File: src/rtl/alu_issue_pkg.sv
// rtl/alu_issue_pkg.sv - opcode, ALU-op and state encodings shared by the issue controller and the ALU
package alu_issue_pkg;

  localparam logic [3:0] OP_ADD  = 4'd0;
  localparam logic [3:0] OP_SUB  = 4'd1;
  localparam logic [3:0] OP_AND  = 4'd2;
  localparam logic [3:0] OP_OR   = 4'd3;
  localparam logic [3:0] OP_SLT  = 4'd4;
  localparam logic [3:0] OP_SLL  = 4'd5;
  localparam logic [3:0] OP_SRA  = 4'd6;
  localparam logic [3:0] OP_ADDI = 4'd7;
  localparam logic [3:0] OP_SLTI = 4'd8;

  localparam logic [2:0] ALU_AND  = 3'b000;
  localparam logic [2:0] ALU_OR   = 3'b001;
  localparam logic [2:0] ALU_ADD  = 3'b010;
  localparam logic [2:0] ALU_SLT  = 3'b011;
  localparam logic [2:0] ALU_SLTI = 3'b100;
  localparam logic [2:0] ALU_SLL  = 3'b101;
  localparam logic [2:0] ALU_SRA  = 3'b110;

  typedef enum logic [1:0] {ST_IDLE, ST_DECODE, ST_EXEC, ST_WB} state_e;

  function automatic logic op_legal(input logic [3:0] op);
    return op <= OP_SLTI;
  endfunction

  // Only the adder-based instructions are allowed to report overflow.
  function automatic logic op_sets_ovf(input logic [3:0] op);
    return (op == OP_ADD) || (op == OP_SUB) || (op == OP_ADDI);
  endfunction

endpackage

File: src/rtl/alu_issue_decode.sv
// rtl/alu_issue_decode.sv - combinational instruction decode into ALU controls and write target
module alu_issue_decode
  import alu_issue_pkg::*;
#(
  parameter int RA = 2
) (
  input  logic [15:0]   instr,
  output logic [2:0]    alu_op,
  output logic          alu_bnegate,
  output logic [3:0]    alu_shamt,
  output logic          use_imm,
  output logic [RA-1:0] waddr,
  output logic          legal
);

  logic [3:0] op;
  logic       unused_bits;

  assign op          = instr[15:12];
  assign unused_bits = ^instr[1:0];

  always_comb begin
    alu_op      = ALU_AND;
    alu_bnegate = 1'b0;
    alu_shamt   = 4'd0;
    use_imm     = 1'b0;
    waddr       = instr[7:6];
    legal       = op_legal(op);
    case (op)
      OP_ADD:  alu_op = ALU_ADD;
      OP_SUB:  begin alu_op = ALU_ADD; alu_bnegate = 1'b1; end
      OP_AND:  alu_op = ALU_AND;
      OP_OR:   alu_op = ALU_OR;
      OP_SLT:  begin alu_op = ALU_SLT; alu_bnegate = 1'b1; end
      OP_SLL:  begin alu_op = ALU_SLL; alu_shamt = instr[5:2]; end
      OP_SRA:  begin alu_op = ALU_SRA; alu_shamt = instr[5:2]; end
      // I-type writes back to rt rather than rd
      OP_ADDI: begin alu_op = ALU_ADD; use_imm = 1'b1; waddr = instr[9:8]; end
      OP_SLTI: begin
        alu_op = ALU_SLTI; alu_bnegate = 1'b1; use_imm = 1'b1; waddr = instr[9:8];
      end
      default: ;
    endcase
  end

endmodule

File: src/rtl/alu_issue_ctrl.sv
// rtl/alu_issue_ctrl.sv - four-state issue FSM: accept, read operands, drive ALU, write back
module alu_issue_ctrl
  import alu_issue_pkg::*;
#(
  parameter int DW = 16,
  parameter int RA = 2
) (
  input  logic          clk,
  input  logic          rst,
  input  logic          instr_valid,
  input  logic [15:0]   instr,
  output logic          instr_ready,
  output logic [RA-1:0] rf_raddr1,
  output logic [RA-1:0] rf_raddr2,
  input  logic [DW-1:0] rf_rdata1,
  input  logic [DW-1:0] rf_rdata2,
  output logic          rf_we,
  output logic [RA-1:0] rf_waddr,
  output logic [DW-1:0] rf_wdata,
  output logic [DW-1:0] alu_a,
  output logic [DW-1:0] alu_b,
  output logic [2:0]    alu_op,
  output logic          alu_bnegate,
  output logic [3:0]    alu_shamt,
  input  logic [DW-1:0] alu_rez,
  input  logic          alu_zero,
  input  logic          alu_overflow,
  output logic          done,
  output logic          illegal,
  output logic          zero_flag,
  output logic          ovf_flag
);

  state_e        state;
  logic [15:0]   instr_q;
  logic [DW-1:0] opa_q, opb_q, rez_q;
  logic          rzero_q, rovf_q;

  logic [2:0]    dec_alu_op;
  logic          dec_bnegate, dec_use_imm, dec_legal;
  logic [3:0]    dec_shamt;
  logic [RA-1:0] dec_waddr;
  logic [DW-1:0] imm_sext;

  alu_issue_decode #(.RA(RA)) u_decode (
    .instr       (instr_q),
    .alu_op      (dec_alu_op),
    .alu_bnegate (dec_bnegate),
    .alu_shamt   (dec_shamt),
    .use_imm     (dec_use_imm),
    .waddr       (dec_waddr),
    .legal       (dec_legal)
  );

  assign imm_sext  = {{(DW-8){instr_q[7]}}, instr_q[7:0]};
  assign rf_raddr1 = (state == ST_DECODE) ? instr_q[11:10] : '0;
  assign rf_raddr2 = (state == ST_DECODE) ? instr_q[9:8]   : '0;
  assign rf_waddr  = dec_waddr;
  assign rf_wdata  = rez_q;

  always_comb begin
    alu_a       = '0;
    alu_b       = '0;
    alu_op      = 3'b000;
    alu_bnegate = 1'b0;
    alu_shamt   = 4'd0;
    if (state == ST_EXEC) begin
      alu_a       = opa_q;
      alu_b       = dec_use_imm ? imm_sext : opb_q;
      alu_op      = dec_alu_op;
      alu_bnegate = dec_bnegate;
      alu_shamt   = dec_shamt;
    end
  end

  always_ff @(posedge clk or posedge rst) begin
    if (rst) begin
      state       <= ST_IDLE;
      instr_ready <= 1'b1;
      rf_we       <= 1'b0;
      done        <= 1'b0;
      illegal     <= 1'b0;
      zero_flag   <= 1'b0;
      ovf_flag    <= 1'b0;
      instr_q     <= '0;
      opa_q       <= '0;
      opb_q       <= '0;
      rez_q       <= '0;
      rzero_q     <= 1'b0;
      rovf_q      <= 1'b0;
    end else begin
      rf_we   <= 1'b0;
      done    <= 1'b0;
      illegal <= 1'b0;
      case (state)
        ST_IDLE: if (instr_valid && instr_ready) begin
          instr_q     <= instr;
          // legality is judged on the incoming word so the pulse lands in DECODE
          illegal     <= !op_legal(instr[15:12]);
          instr_ready <= 1'b0;
          state       <= ST_DECODE;
        end
        ST_DECODE: begin
          opa_q <= rf_rdata1;
          opb_q <= rf_rdata2;
          if (dec_legal) begin
            state <= ST_EXEC;
          end else begin
            instr_ready <= 1'b1;
            state       <= ST_IDLE;
          end
        end
        ST_EXEC: begin
          rez_q   <= alu_rez;
          rzero_q <= alu_zero;
          rovf_q  <= alu_overflow;
          rf_we   <= 1'b1;
          done    <= 1'b1;
          state   <= ST_WB;
        end
        ST_WB: begin
          zero_flag   <= rzero_q;
          ovf_flag    <= rovf_q && op_sets_ovf(instr_q[15:12]);
          instr_ready <= 1'b1;
          state       <= ST_IDLE;
        end
        default: state <= ST_IDLE;
      endcase
    end
  end

endmodule

File: config.mk
export PLATFORM = sky130hd
export DESIGN_NAME = alu_issue_ctrl
export DESIGN_NICKNAME = d
export VERILOG_FILES = /design/src/rtl/alu_issue_pkg.sv /design/src/rtl/alu_issue_decode.sv /design/src/rtl/alu_issue_ctrl.sv
export SDC_FILE = /design/constraint.sdc
export NUM_CORES = 1
export LEC_CHECK = 0
export CORE_MARGIN = 3
export CORE_UTILIZATION = 43
export DETAILED_ROUTE_END_ITERATION = 10
export GPL_ROUTABILITY_DRIVEN = 0
export PLACE_DENSITY = 0.8
export SETUP_SLACK_MARGIN = 0.05
export SYNTH_ARGS = -nofsm -noshare
export SYNTH_HDL_FRONTEND = slang
export SYNTH_SLANG_ARGS = --single-unit
export TNS_END_PERCENT = 30
File: constraint.sdc
create_clock -name clk -period 2.9 [get_ports clk]
set_input_delay 0.58 -clock clk [delete_from_list [all_inputs] [get_ports clk]]
set_output_delay 0.58 -clock clk [all_outputs]
set_load 0.005 [all_outputs]
Word-level counts from Yosys, hierarchy flattened
Index checks and enable logic that the tools add are counted.
{ "word_totals": {"regBits": 73, "input_bits": 69, "out_inout_bits": 68} }
{ "classes": {"mux": 22, "magnitude_cmp": 2, "n_reduce_logical": 14, "eq_ne": 12} }
{ "op_table": {"columns": ["cell", "count"], "rows": [
  ["2-to-1 mux 16 bit", 3],
  ["one-hot mux 3 bit (6 select lines)", 1],
  ["equality test 4 x 3 -> 1 bit (second input constant)", 4],
  ["2-to-1 mux 2 bit", 5],
  ["less-or-equal comparator 4 bit (second input constant)", 2],
  ["2-to-1 mux 1 bit", 8],
  ["2-to-1 mux 4 bit", 2],
  ["one-hot mux 2 bit (4 select lines)", 1],
  ["OR reduction 3 bit", 2],
  ["equality test 2 bit (second input constant)", 2],
  ["equality test 4 x 1 -> 1 bit (second input constant)", 1],
  ["equality test 4 x 2 -> 1 bit (second input constant)", 1],
  ["equality test 4 bit (second input constant)", 1],
  ["logical NOT 4 bit", 1],
  ["inequality test 2 bit (second input constant)", 2],
  ["OR reduction 2 bit", 2],
  ["2-to-1 mux 3 bit", 1],
  ["one-hot mux 1 bit (3 select lines)", 1],
  ["AND reduction 3 bit", 1],
  ["nonzero test 3 bit", 1],
  ["equality test 2 x 1 -> 1 bit (second input constant)", 1],
  ["logical AND 1 bit", 2],
  ["logical NOT 2 bit", 1],
  ["logical OR 1 bit", 2],
  ["2 further kinds", 2]
]} }

Depth between registers and ports, before layout
{ "logic_depth": {"depth_word": 5, "depth_mapped": 6, "mapped_depth_nobuf": 4} }

By module
A second synthesis with hierarchy kept.
{ "hier_totals": {"cells_unflattened": 317, "hier_area_um2": 3537.1} }
{ "modules_own_cells": {"columns": ["module", "cells_per_inst", "area_each_um2", "seq_area_each_um2", "instances"], "rows": [
  ["alu_issue_ctrl", 276, 3263.1, 1828.0, 1],
  ["alu_issue_decode", 41, 274.0, 0.0, 1]
]} }

Least setup slack after synthesis
OpenSTA, ideal clock, no wires.
{ "synth_timing": {"path_kind": "flip-flop to output port", "startpoint": "register instr_q[12]", "endpoint": "output port alu_b[10]", "stages_incl_launch_ff": 7, "t_arrival_ns": 1.385, "slack_ns": 0.935, "cell_sequence": "dfrtp_1 buf_6 and4b_1 buf_6 o211a_1 buf_6 a31o_2"} }
{ "synth_via": {"elab_chain_len": 5, "word_cells_on_any_way": 6} }
{ "synth_rtl": {"columns": ["item", "line_no", "rtl"], "rows": [
  ["from (decl)", "alu_issue_ctrl.sv:35", "logic [15:0] instr_q;"],
  ["from (signal assigned)", "alu_issue_ctrl.sv:97", "instr_q <= instr;"],
  ["equality test 4 x 3 -> 1 bit or equality test 4 bit (tied branches)", "alu_issue_decode.sv:29", "case (op)"],
  ["OR reduction 2 bit (no source line) *", null, null],
  ["2-to-1 mux 1 bit *", "alu_issue_decode.sv:29", null],
  ["2-to-1 mux 16 bit *", "alu_issue_ctrl.sv:69", "alu_b = dec_use_imm ? imm_sext : opb_q;"],
  ["2-to-1 mux 16 bit *", "alu_issue_ctrl.sv:67", "if (state == ST_EXEC) begin"],
  ["to (decl)", "alu_issue_ctrl.sv:21", "output logic [DW-1:0] alu_b,"]
]} }
Every way passes the cells marked *; elsewhere a longest branch is shown, timed or not.

Worst setup path after layout
{ "layout_timing": {"startpoint": "register instr_q[15]", "endpoint": "output port rf_waddr[1]"} }
{ "layout_via": {"elab_chain_len": 3, "word_cells_on_any_way": 4} }
{ "layout_rtl": {"columns": ["item", "line_no", "rtl"], "rows": [
  ["equality test 4 x 3 -> 1 bit or equality test 4 bit (tied branches)", "alu_issue_decode.sv:29", null],
  ["OR reduction 2 bit (no source line) *", null, null],
  ["2-to-1 mux 2 bit *", "alu_issue_decode.sv:29", null],
  ["to (decl)", "alu_issue_ctrl.sv:18", "output logic [RA-1:0] rf_waddr,"]
]} }
Marked as above.

==> summary.json <==
{
  "port_buffers": {"value": 136},
  "clk-insertion-delay-late": {"value": 0.34, "unit": "ns"},
  "fin_util": {"value": 0.6816},
  "clkSlewWorstSetupHoldPaths": {"value": 0.08, "unit": "ns"},
  "endpoint_kind": {"value": "primary output"},
  "clock-root-buffer": {"value": "clkbuf_8"},
  "floorplan.io_pins": {"value": 137},
  "core_region_area": {"value": 7408, "unit": "um2"},
  "synth.cell_area": {"value": 3356, "unit": "um2"},
  "synth_sequential_area_ratio": {"value": 0.5447},
  "layout.cells.most_common": {"value": "clkdlybuf4s50_1"},
  "layout.filler_cells": {"value": 582},
  "num_vias": {"value": 2677},
  "postRouteAntennaNets": {"value": 0},
  "final_min_period": {"value": 2.790, "unit": "ns"},
  "fmaxAchievable": {"value": 358.4, "unit": "MHz"},
  "timing.critical_path.slowest_cell_delay": {"value": 0.48, "unit": "ns"},
  "design_power_total": {"value": 5.134, "unit": "mW"},
  "first_global_vias": {"value": 2670},
  "r2r_setup_slk": {"value": 1.23, "unit": "ns"},
  "worst_ep_arrival_time": {"value": 2.21, "unit": "ns"},
  "synth.lib_cells_used.distinct": {"value": 37},
  "period_utilization": {"value": 0.9621},
  "clock_path_buffers": {"value": 2},
  "wl_met2": {"value": 4354, "unit": "um"},
  "final_cell_area": {"value": 5050, "unit": "um2"},
  "route.layer.met1.wl": {"value": 3595, "unit": "um"},
  "htreeDepth": {"value": 3},
  "die_height": {"value": 94.34, "unit": "um"},
  "clkSinkCount": {"value": 73},
  "combinationalPowerShare": {"value": 0.480},
  "regToRegEndpoint": {"value": "opa_q[7]"},
  "place_inst": {"value": 520},
  "tns": {"value": 0, "unit": "ns"},
  "post_layout_nonfiller_instances": {"value": 537},
  "dieArea": {"value": 8900, "unit": "um2"},
  "crit_path_start": {"value": "instr_q[15]"},
  "total_placed_instance_area": {"value": 4807, "unit": "um2"},
  "worst_setup_path_start_kind": {"value": "flop"},
  "worstHoldPathType": {"value": "reg -> reg"},
  "mappedNetlistNets": {"value": 364},
  "number_of_pins_with_negative_max_slew_slack_in_the_final_report": {"value": 0},
  "fp-row-count": {"value": 31},
  "synth_area_per_cell": {"value": 11.38, "unit": "um2"},
  "hold_buffers": {"value": 0},
  "ys_warn_count": {"value": 0},
  "area.growth.synth_to_final": {"value": 50.48, "unit": "%"},
  "initial_utilization": {"value": 0.4530},
  "critical_path.max_fanout": {"value": 12},
  "grt_first_pass_wirelength": {"value": 13500, "unit": "um"},
  "critical_path.slowest_cell": {"value": "dfrtp_2"},
  "avgRoutedWirePerCell": {"value": 16.10, "unit": "um"},
  "most-common-layout-cells": {"value": "clkdlybuf4s50_1, dfrtp_1, nand2_1, mux2_2, and2_1"},
  "share_of_layout_cells_above_drive_strength_1": {"value": 0.2352},
  "cts_buffers": {"value": 9},
  "overflow": {"value": 0},
  "path_cells": {"value": "nor4b_4, buf_4, nor2_4, mux2_4, clkdlybuf4s50_1"},
  "total_leakage_power": {"value": 2.183, "unit": "nW"},
  "finalHoldViolations": {"value": 0},
  "top_signal_layer_used": {"value": "met4"},
  "clock_power_share": {"value": 0.154},
  "synth_top_cell_by_area": {"value": "dfrtp_1"},
  "setup_repair_after_global_routing_missed_its_margin": {"value": "true"},
  "final.setup.worst_slack": {"value": 0.1099, "unit": "ns"},
  "powerDensity": {"value": 1017, "unit": "nW/um2"},
  "synth_area_leaders": {"value": "dfrtp_1, mux2_2, nand2_1"},
  "ir_drop": {"value": 0.0005301, "unit": "V"},
  "route.met3.wl": {"value": 552, "unit": "um"},
  "tightest_slew": {"value": 0.5450, "unit": "ns"},
  "post_synth_inst_count": {"value": 295},
  "switchingPower": {"value": 1.673, "unit": "mW"},
  "largest_net_degree_at_the_start_of_global_routing": {"value": 30},
  "drcViolationCount": {"value": 0},
  "synth_top_area_share": {"value": 0.5369},
  "tritoncts": {"value": "built"},
  "critical_path_class": {"value": "reg -> out"},
  "setup_violations": {"value": 0},
  "place.detailed.hpwl": {"value": 6441, "unit": "um"},
  "drt-total-wl": {"value": 8648, "unit": "um"},
  "synth_seq_cells": {"value": 73},
  "result_of_the_run": {"value": "finished, final reports clean"},
  "preCtsSetupSlack": {"value": 0.2829, "unit": "ns"},
  "power_frac_seq": {"value": 0.366},
  "timing.slew.headroom": {"value": 0.6361},
  "cap_viol_max_count": {"value": 0},
  "data_required_time_of_the_worst_path": {"value": 2.32, "unit": "ns"},
  "drt_first_iter_violations": {"value": 95},
  "antenna_found_initial": {"value": 0},
  "fp.dieW": {"value": 94.34, "unit": "um"},
  "hold_ws": {"value": 0.4760, "unit": "ns"},
  "num-nets-final": {"value": 502},
  "intPower": {"value": 3.461, "unit": "mW"},
  "drt_pre_antenna_iters": {"value": 4},
  "overall_fraction_of_global_route_tracks_in_use": {"value": 0.1991},
  "power.share.switching": {"value": 0.3259},
  "rr_worst_depth": {"value": 3},
  "route.detailed.vias_per_inst": {"value": 4.985},
  "antenna_cells": {"value": 0},
  "fin_worst_skew": {"value": 0.007961, "unit": "ns"},
  "endpoint": {"value": "rf_waddr[1]"}
}
-- critical path, delay by kind of cell (launching register included) --
kind	cells	cell delay [ns]
mux	1	0.33
simple gates	2	0.45
buf+inv	2	0.60
flops	1	0.48
-- state kept, by name, indices dropped and copies added, names as in the netlist, named ones only --
signal,flops
done,1
illegal,1
instr_q,16
instr_ready,1
opa_q,16
opb_q,16
ovf_flag,1
rf_wdata,16
rovf_q,1
rzero_q,1
state,1
zero_flag,1
-- how the worst min path moves through the flow --
stage / slack, ns / start / cells after the start / to
after floorplan: 0.44 / rovf_q / 2 / rovf_q
after global placement: 0.46 / rzero_q / 2 / rzero_q
after detailed placement: 0.46 / rf_wdata[5] / 2 / rf_wdata[5]
after CTS: 0.48 / rf_wdata[5] / 2 / rf_wdata[5]
after global routing: 0.51 / rf_wdata[0] / 2 / rf_wdata[0]
final: 0.48 / rf_wdata[5] / 2 / rf_wdata[5]
-- power by group through the flow --
stage | registers (mW) | logic, mW | clock network, mW
after floorplan | 1.78 | 1.36 | 0
after global placement | 1.86 | 2.37 | 0
after detailed placement | 1.88 | 2.44 | 0
after CTS | 1.87 | 2.45 | 0.816
after global routing | 1.94 | 2.69 | 0.862
final | 1.88 | 2.46 | 0.792
-- repair_timing --
item | CTS | global route
resized for setup | 3 | 13
buffers inserted | 0 | 1
endpoints found under the setup margin | 14 | 24
pin swaps | 0 | 3
-- Yosys cell counts, drive strengths merged --
cell      n
nor4b     1
o21ai    12
xnor2     1
clkbuf    6
nand2b    2
nor3      4
a22o      1
and2     25
a2111oi   1
a211oi    1
nand2    55
nand4b    1
dfrtp    72
and3b     1
o31a      1
dfstp     1
nor2      5
buf      16
mux2     51
o311a     1
inv       3
o211a     1
nor3b     1
and4b     1
or4b      1
xor2      1
a21oi     8
nand3     8
a31o      9
and3      1
nor2b     3
-- area by class of cell --
| cell class | count | area, um2 | share of cell area |
|---|---|---|---|
| sequential | 73 | 1833 | 0.3630 |
| timing repair buffer | 149 | 1464 | 0.2899 |
| multi-input combinational | 197 | 1421 | 0.2815 |
| clock buffer | 12 | 145.1 | 0.02874 |
| tap | 99 | 123.9 | 0.02453 |
| clock inverter | 4 | 51.30 | 0.01016 |
| inverter | 3 | 11.26 | 0.002230 |
-- cell families (layout without fill, tap and decap cells) --
| group | Yosys count | count (layout) | share of synthesized area |
|---|---|---|---|
| AND/OR/NAND/NOR | 109 | 109 | 0.1659 |
| multiplexers | 51 | 51 | 0.1723 |
| XOR/XNOR | 2 | 2 | 0.005221 |
| AO/OA/AOI/OAI | 35 | 35 | 0.06936 |
| flip-flops | 73 | 73 | 0.5447 |
| buffers and inverters | 25 | 168 | 0.04250 |
-- layer usage --
layer  GRT usage  vias up
met4     0.08303        0
met5           0        -
met2      0.3251       92
li1            -     1283
met3     0.04064       10
met1      0.2589     1292
Power figures use the tool's default switching activity.
